===== config.mk =====
export PLATFORM = sky130hd
export DESIGN_NAME = keypad_scanner_flat
export DESIGN_NICKNAME = d
export VERILOG_FILES = /design/src/rtl/keypad_scanner_if.sv /design/src/rtl/keypad_scanner.sv /design/src/flat_wrapper.sv
export SDC_FILE = /design/constraint.sdc
export NUM_CORES = 1
export LEC_CHECK = 0
export CAP_MARGIN = 30
export CORE_MARGIN = 1
export CORE_UTILIZATION = 59
export CTS_CLUSTER_DIAMETER = 30
export CTS_CLUSTER_SIZE = 24
export DETAILED_ROUTE_END_ITERATION = 8
export GPL_TIMING_DRIVEN = 0
export PLACE_DENSITY = 0.86
export SLEW_MARGIN = 20
export SYNTH_ARGS = -nofsm -noshare
export SYNTH_HDL_FRONTEND = slang
export SYNTH_SLANG_ARGS = --single-unit

===== constraint.sdc =====
create_clock -name clk -period 5.8 [get_ports clk]
set_input_delay 1.16 -clock clk [delete_from_list [all_inputs] [get_ports clk]]
set_output_delay 1.16 -clock clk [all_outputs]
set_load 0.05 [all_outputs]

===== src/rtl/keypad_scanner_if.sv =====
// Keypad bundle between the matrix pins, the scanner and the downstream consumer.
// The master side (the scanner) senses rows, drives columns and publishes key codes.
interface keypad_scanner_if;
  logic [3:0] keypad_row;
  logic [2:0] keypad_col;
  logic [3:0] keypad_input;
  logic       keypad_valid;

  modport master (
    input  keypad_row,
    output keypad_col,
    output keypad_input,
    output keypad_valid
  );

  modport slave (
    output keypad_row,
    input  keypad_col,
    input  keypad_input,
    input  keypad_valid
  );
endinterface


===== src/rtl/keypad_scanner.sv =====
// 4x3 matrix keypad scanner: column strobing, 2-flop row synchroniser, per-frame
// decode and a press/release debounce FSM that emits one code pulse per key press.
module keypad_scanner #(
  parameter int SCAN_DIV        = 4,
  parameter int DEBOUNCE_FRAMES = 2,
  parameter int RELEASE_FRAMES  = 2
) (
  input  logic              clk,
  input  logic              rst,
  keypad_scanner_if.master  kp
);

  localparam int             DW         = (SCAN_DIV > 2) ? $clog2(SCAN_DIV) : 2;
  localparam logic [DW-1:0]  DWELL_LAST = DW'(SCAN_DIV - 1);
  localparam logic [3:0]     DF_L       = 4'(DEBOUNCE_FRAMES);
  localparam logic [3:0]     RF_L       = 4'(RELEASE_FRAMES);

  typedef enum logic [1:0] {S_IDLE, S_DEBOUNCE, S_PRESSED, S_RELEASE} state_t;

  // Matrix position index is row*3+col; '*' and '#' map to E and F.
  function automatic logic [3:0] key_code(input logic [3:0] idx);
    case (idx)
      4'd0:    key_code = 4'h1;
      4'd1:    key_code = 4'h2;
      4'd2:    key_code = 4'h3;
      4'd3:    key_code = 4'h4;
      4'd4:    key_code = 4'h5;
      4'd5:    key_code = 4'h6;
      4'd6:    key_code = 4'h7;
      4'd7:    key_code = 4'h8;
      4'd8:    key_code = 4'h9;
      4'd9:    key_code = 4'hE;
      4'd10:   key_code = 4'h0;
      4'd11:   key_code = 4'hF;
      default: key_code = 4'h0;
    endcase
  endfunction

  function automatic logic [2:0] col_drive(input logic [1:0] idx);
    case (idx)
      2'd0:    col_drive = 3'b110;
      2'd1:    col_drive = 3'b101;
      2'd2:    col_drive = 3'b011;
      default: col_drive = 3'b110;
    endcase
  endfunction

  logic [3:0]    row_s1_q, row_s2_q;
  logic [1:0]    col_idx_q;
  logic [DW-1:0] dwell_q;
  logic [2:0]    col_q;
  logic [3:0]    samp0_q, samp1_q;
  state_t        state_q, state_d;
  logic [3:0]    cand_q, cand_d;
  logic [3:0]    cnt_q, cnt_d;
  logic [3:0]    rcnt_q, rcnt_d;
  logic          valid_q;
  logic [3:0]    code_q;

  logic          sample_s, frame_done_s;
  logic [1:0]    col_next_s;
  logic [3:0]    low_s;
  logic [11:0]   hits_s;
  logic          frame_none_s, frame_single_s;
  logic [3:0]    frame_code_s;
  logic          emit_s;

  assign sample_s     = (dwell_q == DWELL_LAST);
  assign frame_done_s = sample_s && (col_idx_q == 2'd2);
  assign col_next_s   = (col_idx_q == 2'd2) ? 2'd0 : (col_idx_q + 2'd1);
  assign low_s        = ~row_s2_q;

  // Row synchroniser; idle (pulled-up) value after reset.
  always_ff @(posedge clk or negedge rst) begin
    if (!rst) begin
      row_s1_q <= 4'hF;
      row_s2_q <= 4'hF;
    end else begin
      row_s1_q <= kp.keypad_row;
      row_s2_q <= row_s1_q;
    end
  end

  // Column strobe and dwell counter; rows are captured on the last dwell cycle.
  always_ff @(posedge clk or negedge rst) begin
    if (!rst) begin
      col_idx_q <= 2'd0;
      dwell_q   <= '0;
      col_q     <= 3'b110;
      samp0_q   <= 4'h0;
      samp1_q   <= 4'h0;
    end else begin
      if (sample_s) begin
        dwell_q   <= '0;
        col_idx_q <= col_next_s;
        col_q     <= col_drive(col_next_s);
      end else begin
        dwell_q   <= dwell_q + DW'(1);
      end
      if (sample_s && (col_idx_q == 2'd0)) samp0_q <= low_s;
      if (sample_s && (col_idx_q == 2'd1)) samp1_q <= low_s;
    end
  end

  // Frame decode; column 2 is taken live so the result is ready on frame_done.
  always_comb begin
    hits_s       = 12'h000;
    frame_code_s = 4'h0;
    for (int r = 0; r < 4; r++) begin
      hits_s[r*3]     = samp0_q[r];
      hits_s[r*3 + 1] = samp1_q[r];
      hits_s[r*3 + 2] = low_s[r];
    end
    for (int i = 0; i < 12; i++) begin
      frame_code_s = hits_s[i] ? key_code(4'(i)) : frame_code_s;
    end
    frame_none_s   = (hits_s == 12'h000);
    frame_single_s = ($countones(hits_s) == 1);
  end

  // Debounce FSM state register.
  always_ff @(posedge clk or negedge rst) begin
    if (!rst) begin
      state_q <= S_IDLE;
      cand_q  <= 4'h0;
      cnt_q   <= 4'h0;
      rcnt_q  <= 4'h0;
    end else begin
      state_q <= state_d;
      cand_q  <= cand_d;
      cnt_q   <= cnt_d;
      rcnt_q  <= rcnt_d;
    end
  end

  // Debounce FSM next-state; MULTI frames break both press and release runs.
  always_comb begin
    state_d = state_q;
    cand_d  = cand_q;
    cnt_d   = cnt_q;
    rcnt_d  = rcnt_q;
    emit_s  = 1'b0;
    if (frame_done_s) begin
      case (state_q)
        S_IDLE: begin
          if (frame_single_s) begin
            cand_d = frame_code_s;
            if (DF_L == 4'd1) begin
              state_d = S_PRESSED;
              cnt_d   = DF_L;
              emit_s  = 1'b1;
            end else begin
              state_d = S_DEBOUNCE;
              cnt_d   = 4'd1;
            end
          end else begin
            cnt_d = 4'd0;
          end
        end
        S_DEBOUNCE: begin
          if (frame_single_s && (frame_code_s == cand_q)) begin
            if ((cnt_q + 4'd1) >= DF_L) begin
              state_d = S_PRESSED;
              cnt_d   = DF_L;
              emit_s  = 1'b1;
            end else begin
              cnt_d = cnt_q + 4'd1;
            end
          end else if (frame_single_s) begin
            cand_d = frame_code_s;
            cnt_d  = 4'd1;
          end else begin
            state_d = S_IDLE;
            cnt_d   = 4'd0;
          end
        end
        S_PRESSED: begin
          if (frame_none_s) begin
            if (RF_L == 4'd1) begin
              state_d = S_IDLE;
              rcnt_d  = 4'd0;
            end else begin
              state_d = S_RELEASE;
              rcnt_d  = 4'd1;
            end
          end else begin
            state_d = S_PRESSED;
          end
        end
        S_RELEASE: begin
          if (frame_none_s) begin
            if ((rcnt_q + 4'd1) >= RF_L) begin
              state_d = S_IDLE;
              rcnt_d  = 4'd0;
            end else begin
              rcnt_d = rcnt_q + 4'd1;
            end
          end else begin
            state_d = S_PRESSED;
            rcnt_d  = 4'd0;
          end
        end
        default: begin
          state_d = S_IDLE;
          cnt_d   = 4'd0;
          rcnt_d  = 4'd0;
        end
      endcase
    end else begin
      state_d = state_q;
    end
  end

  // Output register: one-cycle pulse, code held until the next accepted press.
  always_ff @(posedge clk or negedge rst) begin
    if (!rst) begin
      valid_q <= 1'b0;
      code_q  <= 4'h0;
    end else begin
      valid_q <= emit_s;
      if (emit_s) code_q <= frame_code_s;
    end
  end

  assign kp.keypad_col   = col_q;
  assign kp.keypad_input = code_q;
  assign kp.keypad_valid = valid_q;

endmodule


===== src/flat_wrapper.sv =====
// flat-port wrapper written by rule: the top's interface ports become plain ports
module keypad_scanner_flat 
#(
  parameter int SCAN_DIV        = 4,
  parameter int DEBOUNCE_FRAMES = 2,
  parameter int RELEASE_FRAMES  = 2
)
  (clk, rst, kp_keypad_row, kp_keypad_col, kp_keypad_input, kp_keypad_valid);
  keypad_scanner_if kp_i ();
  input  logic clk;
  input  logic rst;
  input wire logic [$bits(kp_i.keypad_row)-1:0] kp_keypad_row;
  output wire logic [$bits(kp_i.keypad_col)-1:0] kp_keypad_col;
  output wire logic [$bits(kp_i.keypad_input)-1:0] kp_keypad_input;
  output wire logic [$bits(kp_i.keypad_valid)-1:0] kp_keypad_valid;
  assign kp_i.keypad_row = kp_keypad_row;
  assign kp_keypad_col = kp_i.keypad_col;
  assign kp_keypad_input = kp_i.keypad_input;
  assign kp_keypad_valid = kp_i.keypad_valid;
  keypad_scanner #(.SCAN_DIV(SCAN_DIV), .DEBOUNCE_FRAMES(DEBOUNCE_FRAMES), .RELEASE_FRAMES(RELEASE_FRAMES)) u_core (.clk(clk), .rst(rst), .kp(kp_i));
endmodule

==> results of run 1 <==
==> placed cells by master, fill, tap and decap left out, types with 3 or more instances in the layout <==
| cell type | n |
|---|---|
| and2_1 | 4 |
| mux2_2 | 5 |
| clkdlybuf4s50_1 | 12 |
| ha_1 | 22 |
| dfstp_2 | 10 |
| nor3_1 | 3 |
| nand2b_1 | 3 |
| nand3_1 | 6 |
| xor2_1 | 3 |
| nor2b_1 | 3 |
| o21ai_0 | 14 |
| dfrtp_1 | 32 |
| clkbuf_8 | 5 |
| nand2_1 | 17 |
| buf_2 | 3 |
| fa_1 | 7 |
| inv_1 | 32 |
| nor2_1 | 11 |
| a21oi_1 | 4 |
==> worst register-to-register path: cells and delay by family, from the launching register on <==
family,cells,cell delay [ps]
adder cells (fa/ha/maj),6,2460
buffers and inverters,3,180
flip-flops,1,500
multiplexers,1,330
AND/OR/NAND/NOR,4,1330
==> area by class of cell <==
type                       count  area (sq um)
tap                           48          60.1
sequential                    42          1060
clock buffer                   6          72.6
multi-input combinational    139          1140
buffer                         2          10.0
inverter                      32           120
clock inverter                 2          37.5
fill                         279          1070
timing repair buffer          14           145
==> metal layers <==
metal / vias to the layer above / share of wire / track usage
met1: 735 / 0.48 / 0.270
met2: 17 / 0.47 / 0.342
li1: 773 / - / -
met4: 0 / 0.015 / 0.0750
met3: 6 / 0.028 / 0.0528
met5: - / 0 / 0
==> Yosys cell counts, types with 2 or more instances <==
library cell	instances
dfstp_2	10
xnor2_1	2
a21oi_1	4
inv_1	32
and2_1	4
o211ai_1	2
ha_1	22
fa_1	7
nand3_1	6
mux2_4	2
o21ai_0	14
buf_2	2
nor2_1	11
nor3_1	3
a41oi_1	2
nor4_1	2
nor3b_1	2
o21a_1	2
o31ai_1	2
dfrtp_1	32
nand2b_1	3
nor2b_1	3
nand2_1	17
xor2_1	3
mux2_2	5
==> flip-flops by register name (all words and copies together), names as in the netlist <==
signal and flops:
u_core.cand_q 4, u_core.cnt_q 4, u_core.kp.keypad_input 4, u_core.rcnt_q 4, u_core.row_s1_q 4, u_core.row_s2_q 4, u_core.samp0_q 4, u_core.samp1_q 4
u_core.kp.keypad_col 3, u_core.col_idx_q 2, u_core.dwell_q 2, u_core.state_q 2, u_core.kp.keypad_valid 1
==> kinds of logic (layout without fill, tap and decap cells) <==
logic type	after synthesis	in the layout	share of synthesized area
simple gates	61	61	0.143
flops	42	42	0.456
compound gates	36	36	0.107
buf+inv	34	56	0.0558
fa+ha+maj	29	29	0.178
mux	8	8	0.0418
xor+xnor	5	5	0.0188
==> power groups by stage <==
stage | clock network (mW) | registers [mW] | logic, mW
2_1_floorplan | 0 | 0.349 | 0.120
3_3_place_gp | 0 | 0.341 | 0.172
3_5_place_dp | 0 | 0.342 | 0.180
4_1_cts | 0.233 | 0.337 | 0.183
5_1_grt | 0.245 | 0.340 | 0.206
6_report | 0.225 | 0.337 | 0.179
==> how the worst max path moves through the flow <==
stage | startpoint | endpoint | slack [ps] | depth (start not counted)
2_1_floorplan | u_core.samp1_q[3] | u_core.kp.keypad_input[1] | 1170 | 14
3_3_place_gp | u_core.samp1_q[3] | u_core.kp.keypad_input[1] | 950 | 14
3_5_place_dp | u_core.samp0_q[3] | u_core.kp.keypad_input[1] | 900 | 14
4_1_cts | u_core.samp1_q[3] | u_core.kp.keypad_input[1] | 860 | 14
5_1_grt | u_core.samp1_q[3] | u_core.kp.keypad_input[1] | 660 | 14
6_report | u_core.samp1_q[3] | u_core.kp.keypad_input[1] | 880 | 14
==> per-stage QoR <==
stage | instances | setup slack (ps) | instance area, sq um
floorplan | 215 | 1170 | 2330
detailed placement | 277 | 899 | 2540
global placement | 276 | 950 | 2520
CTS | 285 | 855 | 2650
finish | 285 | 880 | 2650
global route | 285 | 656 | 2650
==> flow_summary.json, run 1 <==
{
  "status": "finished clean",
  "critPathBufInv": 3,
  "arrival_ps": 5100,
  "drtPass1Iterations": 4,
  "grt_antenna_before_repair": 0,
  "hold_end": "u_core.row_s2_q[0]",
  "ctsResizeCount": 0,
  "drtIter0Drc": 68,
  "synth_flop_cell": "dfrtp_1",
  "wl_per_cell_microns": 13.1,
  "yosysTopAreaCellShare": 0.343,
  "r2r_setup_slack_ps": 880,
  "grt_max_degree": 35,
  "final_util": 0.712,
  "rsz0062_at_grt": "false",
  "detailroute.via_count": 1531,
  "drt-total-wl_mm": 3.74,
  "die_h_microns": 64.9,
  "numCtsBuffers": 5,
  "p_seq_frac": 0.455,
  "setup_viol": 0,
  "track_usage": 0.210,
  "synth_top_cell_by_area": "dfrtp_1",
  "clock-sinks": 42,
  "pwr-share-comb": 0.241,
  "h-tree-depth": 2,
  "synth-edff-count": 0,
  "power_uw": 741,
  "p_leak_nw": 1.30,
  "fin_crit_ps": 4920,
  "relSlewSlack": 0.639,
  "cts_tree": "yes",
  "r2r-start": "u_core.samp1_q[3]",
  "synth_warnings": 0,
  "ys_top_cells_by_area": "dfrtp_1 (34%), ha_1 (12%), dfstp_2 (11%)",
  "grt_pass1_wl_mm": 6.64,
  "path_clk_slew_ps": 80,
  "syn_to_final_growth_pct": 13.5,
  "period_share": 0.848,
  "power.density_mw_per_mm2": 280,
  "path_cells": "inv_1, ha_1, inv_1, fa_1, fa_1, fa_1, inv_1, ha_1, fa_1, or4b_1, nor2_1, nand3_1, or4_4, mux2_1",
  "cpMostUsedCell": "fa_1",
  "hold_depth": 0,
  "fp-row-count": 22,
  "synthCells": 215,
  "cpPeakStageDelay_ps": 590,
  "final.setup.tns_ps": 0,
  "hp-start": "u_core.row_s1_q[0]",
  "ys_seq_elements": 42,
  "drv_slew": 0,
  "switchingPower_uw": 221,
  "start_util": 0.628,
  "internal-power_uw": 521,
  "insertion_delay_ps": 290,
  "grt_pass1_vias": 1501,
  "crit_fanout": 9,
  "postSynth.asyncResetShare": 1.00,
  "fp.dieW_microns": 64.9,
  "final_antenna_net_count": 0,
  "fmax_ghz": 0.203,
  "path_delay_family": "adder cells",
  "drc": 0,
  "hpwl_mm": 2.86,
  "syn_area_per_cell_sq_um": 10.8,
  "grt_overflow": 0,
  "ys_seq_area_frac": 0.456,
  "hold_path.class": "reg2reg",
  "p_sw_frac": 0.298,
  "drive_gt1_frac": 0.143,
  "pin_count": 14,
  "clockBufferDepth": 2,
  "critPathKind": "reg2reg",
  "cp-start-kind": "flip-flop",
  "post_drt_via_cell_ratio": 5.37,
  "end_kind": "flip-flop",
  "ys_types": 46,
  "worstMarginPinSlew_ps": 537,
  "r2r-end": "u_core.kp.keypad_input[1]",
  "peakVddDrop_mv": 0.196,
  "post_cts_buffers": 0,
  "maxCapViolCount": 0,
  "required_ps": 5980,
  "n_antenna_cell": 0,
  "synth_area_sq_mm": 0.00233,
  "hold_violations": 0,
  "fin_skew_ps": 5.29,
  "clkPwrFrac": 0.304,
  "portBuffers": 13,
  "core_sq_mm": 0.00372,
  "gp_congestion": 0.780,
  "reg2regPathDepth": 14,
  "critPathSlowestCell": "or4b_1",
  "dieArea_sq_mm": 0.00421,
  "hold_buffers": 0,
  "worst_hold_slack_ps": 359,
  "synth_nets": 250,
  "layout.nets": 271,
  "clock-root-buffer": "clkbuf_8"
}
No activity file was read; power rests on OpenSTA's default activity.
==> run 2: changes to the inputs <==
--- a/config.mk
+++ b/config.mk
@@ -7,12 +7,12 @@
 export LEC_CHECK = 0
 export CAP_MARGIN = 30
 export CORE_MARGIN = 1
-export CORE_UTILIZATION = 59
+export CORE_UTILIZATION = 53
 export CTS_CLUSTER_DIAMETER = 30
 export CTS_CLUSTER_SIZE = 24
 export DETAILED_ROUTE_END_ITERATION = 8
 export GPL_TIMING_DRIVEN = 0
-export PLACE_DENSITY = 0.86
+export PLACE_DENSITY = 0.82
 export SLEW_MARGIN = 20
 export SYNTH_ARGS = -nofsm -noshare
 export SYNTH_HDL_FRONTEND = slang
==> constraint.sdc (replaced) <==
create_clock -name clk -period 4.05 [get_ports clk]
set_input_delay 0.81 -clock clk [delete_from_list [all_inputs] [get_ports clk]]
set_output_delay 0.81 -clock clk [all_outputs]
set_load 0.05 [all_outputs]
==> flow_summary.json, run 2 (synthesized netlist as in run 1, its figures left out) <==
{
  "cts_tree": "yes",
  "p_leak_nw": 1.42,
  "fin_area_sq_mm": 0.00291,
  "final.setup.tns_ps": -5100,
  "hpwl_mm": 3.00,
  "maxCapViolCount": 0,
  "power.density_mw_per_mm2": 410,
  "h-tree-depth": 2,
  "grtUsageMet1": 0.254,
  "dp.cells": 279,
  "most-common-layout-cells": "dfrtp_1 (30), inv_1 (28), ha_1 (19), nand2_1 (17), buf_4 (16)",
  "setup_viol": 13,
  "path_clk_slew_ps": 70,
  "fmax_ghz": 0.218,
  "fin_crit_ps": 4590,
  "die_h_microns": 68.3,
  "start_util": 0.567,
  "end_kind": "flip-flop",
  "rsz0062_at_grt": "true",
  "drtIter0Drc": 99,
  "violations": "negative setup slack",
  "insertion_delay_ps": 300,
  "place_ws_ps": -671,
  "grt_pass1_wl_mm": 7.18,
  "drv_slew": 0,
  "grt_pass1_vias": 1666,
  "relSlewSlack": 0.635,
  "clock-sinks": 42,
  "gp_congestion": 0.833,
  "fp-row-count": 23,
  "cpPeakStageDelay_ps": 590,
  "pin_count": 14,
  "arrival_ps": 4780,
  "worstMarginPinSlew_ps": 547,
  "critPathSlowestCell": "fa_1",
  "fp.dieW_microns": 68.3,
  "detailroute.via_count": 1673,
  "hold_violations": 0,
  "core_sq_mm": 0.00412,
  "fin_skew_ps": 4.79,
  "peakVddDrop_mv": 0.278,
  "n_antenna_cell": 0,
  "path_cells": "buf_4, inv_1, ha_1, inv_1, fa_1, inv_1, fa_1, fa_1, fa_2, or4b_4, nor2_4, nand3_2, or4_4, mux2_4",
  "post_drt_via_cell_ratio": 5.41,
  "track_usage": 0.218,
  "numCtsBuffers": 5,
  "drtPass1Iterations": 4,
  "grt_overflow": 0,
  "hold_path.class": "reg2reg",
  "layout_commonest_cell": "dfrtp_1",
  "clock-root-buffer": "clkbuf_8",
  "critPathKind": "reg2reg",
  "drt-total-wl_mm": 4.50,
  "layout.nets": 293,
  "placed_area_sq_mm": 0.00257,
  "final_cells": 309,
  "met3_usage": 0.0750,
  "drc": 0,
  "status": "complete, but fails checks",
  "cp-start-kind": "flip-flop",
  "portBuffers": 13,
  "drive_gt1_frac": 0.290,
  "final_util": 0.708,
  "setup_slack_ps": -538,
  "clockBufferDepth": 2,
  "final_antenna_net_count": 0,
  "busiest_layer": "met2",
  "hold_buffers": 0,
  "period_share": 1.13,
  "crit_fanout": 4,
  "syn_to_final_growth_pct": 24.8,
  "grt_max_degree": 23,
  "dieArea_sq_mm": 0.00467,
  "grt_antenna_before_repair": 0,
  "required_ps": 4240,
  "wl_per_cell_microns": 14.6,
  "met2_usage": 0.364
}
==> run 2: final timing paths <==
path | start | end | slack [ps] | cells past startpoint
worst min-delay path | u_core.row_s1_q[3] | u_core.row_s2_q[3] | 360 | 0
worst max-delay path | u_core.row_s2_q[2] | u_core.kp.keypad_input[3] | -540 | 14
worst min register to register | u_core.row_s1_q[3] | u_core.row_s2_q[3] | 360 | 0
max in group asynchronous | rst | u_core.row_s2_q[2] | 3000 | 2
worst max register to register | u_core.row_s2_q[2] | u_core.kp.keypad_input[3] | -540 | 14
min in group asynchronous | rst | u_core.kp.keypad_input[0] | 490 | 1
==> run 2: power breakdown <==
group          leakage [nW]  switching, mW  internal, mW  total, mW
Sequential            0.522         0.0282         0.453      0.481
Combinational         0.855          0.220         0.230      0.449
Clock                0.0452          0.141         0.121      0.262
Total                  1.42          0.389         0.804       1.19
==> run 2: per-stage QoR <==
step,hold WS (ps),total power [mW]
floorplan,345,0.687
global placement,345,0.746
detailed placement,348,0.763
CTS,359,1.08
global route,360,1.27
finish,358,1.19
==> run 2: cell type report <==
cell class,instances,area [sq um]
multi-input cells,139,1230
fillers,292,1200
flip-flops and latches,42,1070
repair buffers,36,340
inverters,32,120
clock buffers,6,72.6
well taps,50,62.6
clock inverters,2,13.8
plain buffers,2,10.0
==> run 2: per-layer routing <==
layer | share of wire | up-vias
met1 | 0.44 | 809
li1 | - | 813
met3 | 0.034 | 12
met5 | 0 | -
met2 | 0.49 | 39
met4 | 0.028 | 0
==> run 2: timing repair <==
item	4_1_cts	5_1_grt
endpoints found under the setup margin	11	13
resized for setup	7	14
pin swaps	7	3
endpoints found under the hold margin	0	0
buffers inserted	14	8
==> run 2: critical path, delay by kind of cell (launching register included) <==
kind | cells | cell delay [ps]
flip-flops | 1 | 580
AND/OR/NAND/NOR | 4 | 1250
adder cells (fa/ha/maj) | 5 | 2010
multiplexers | 1 | 320
buffers and inverters | 4 | 330
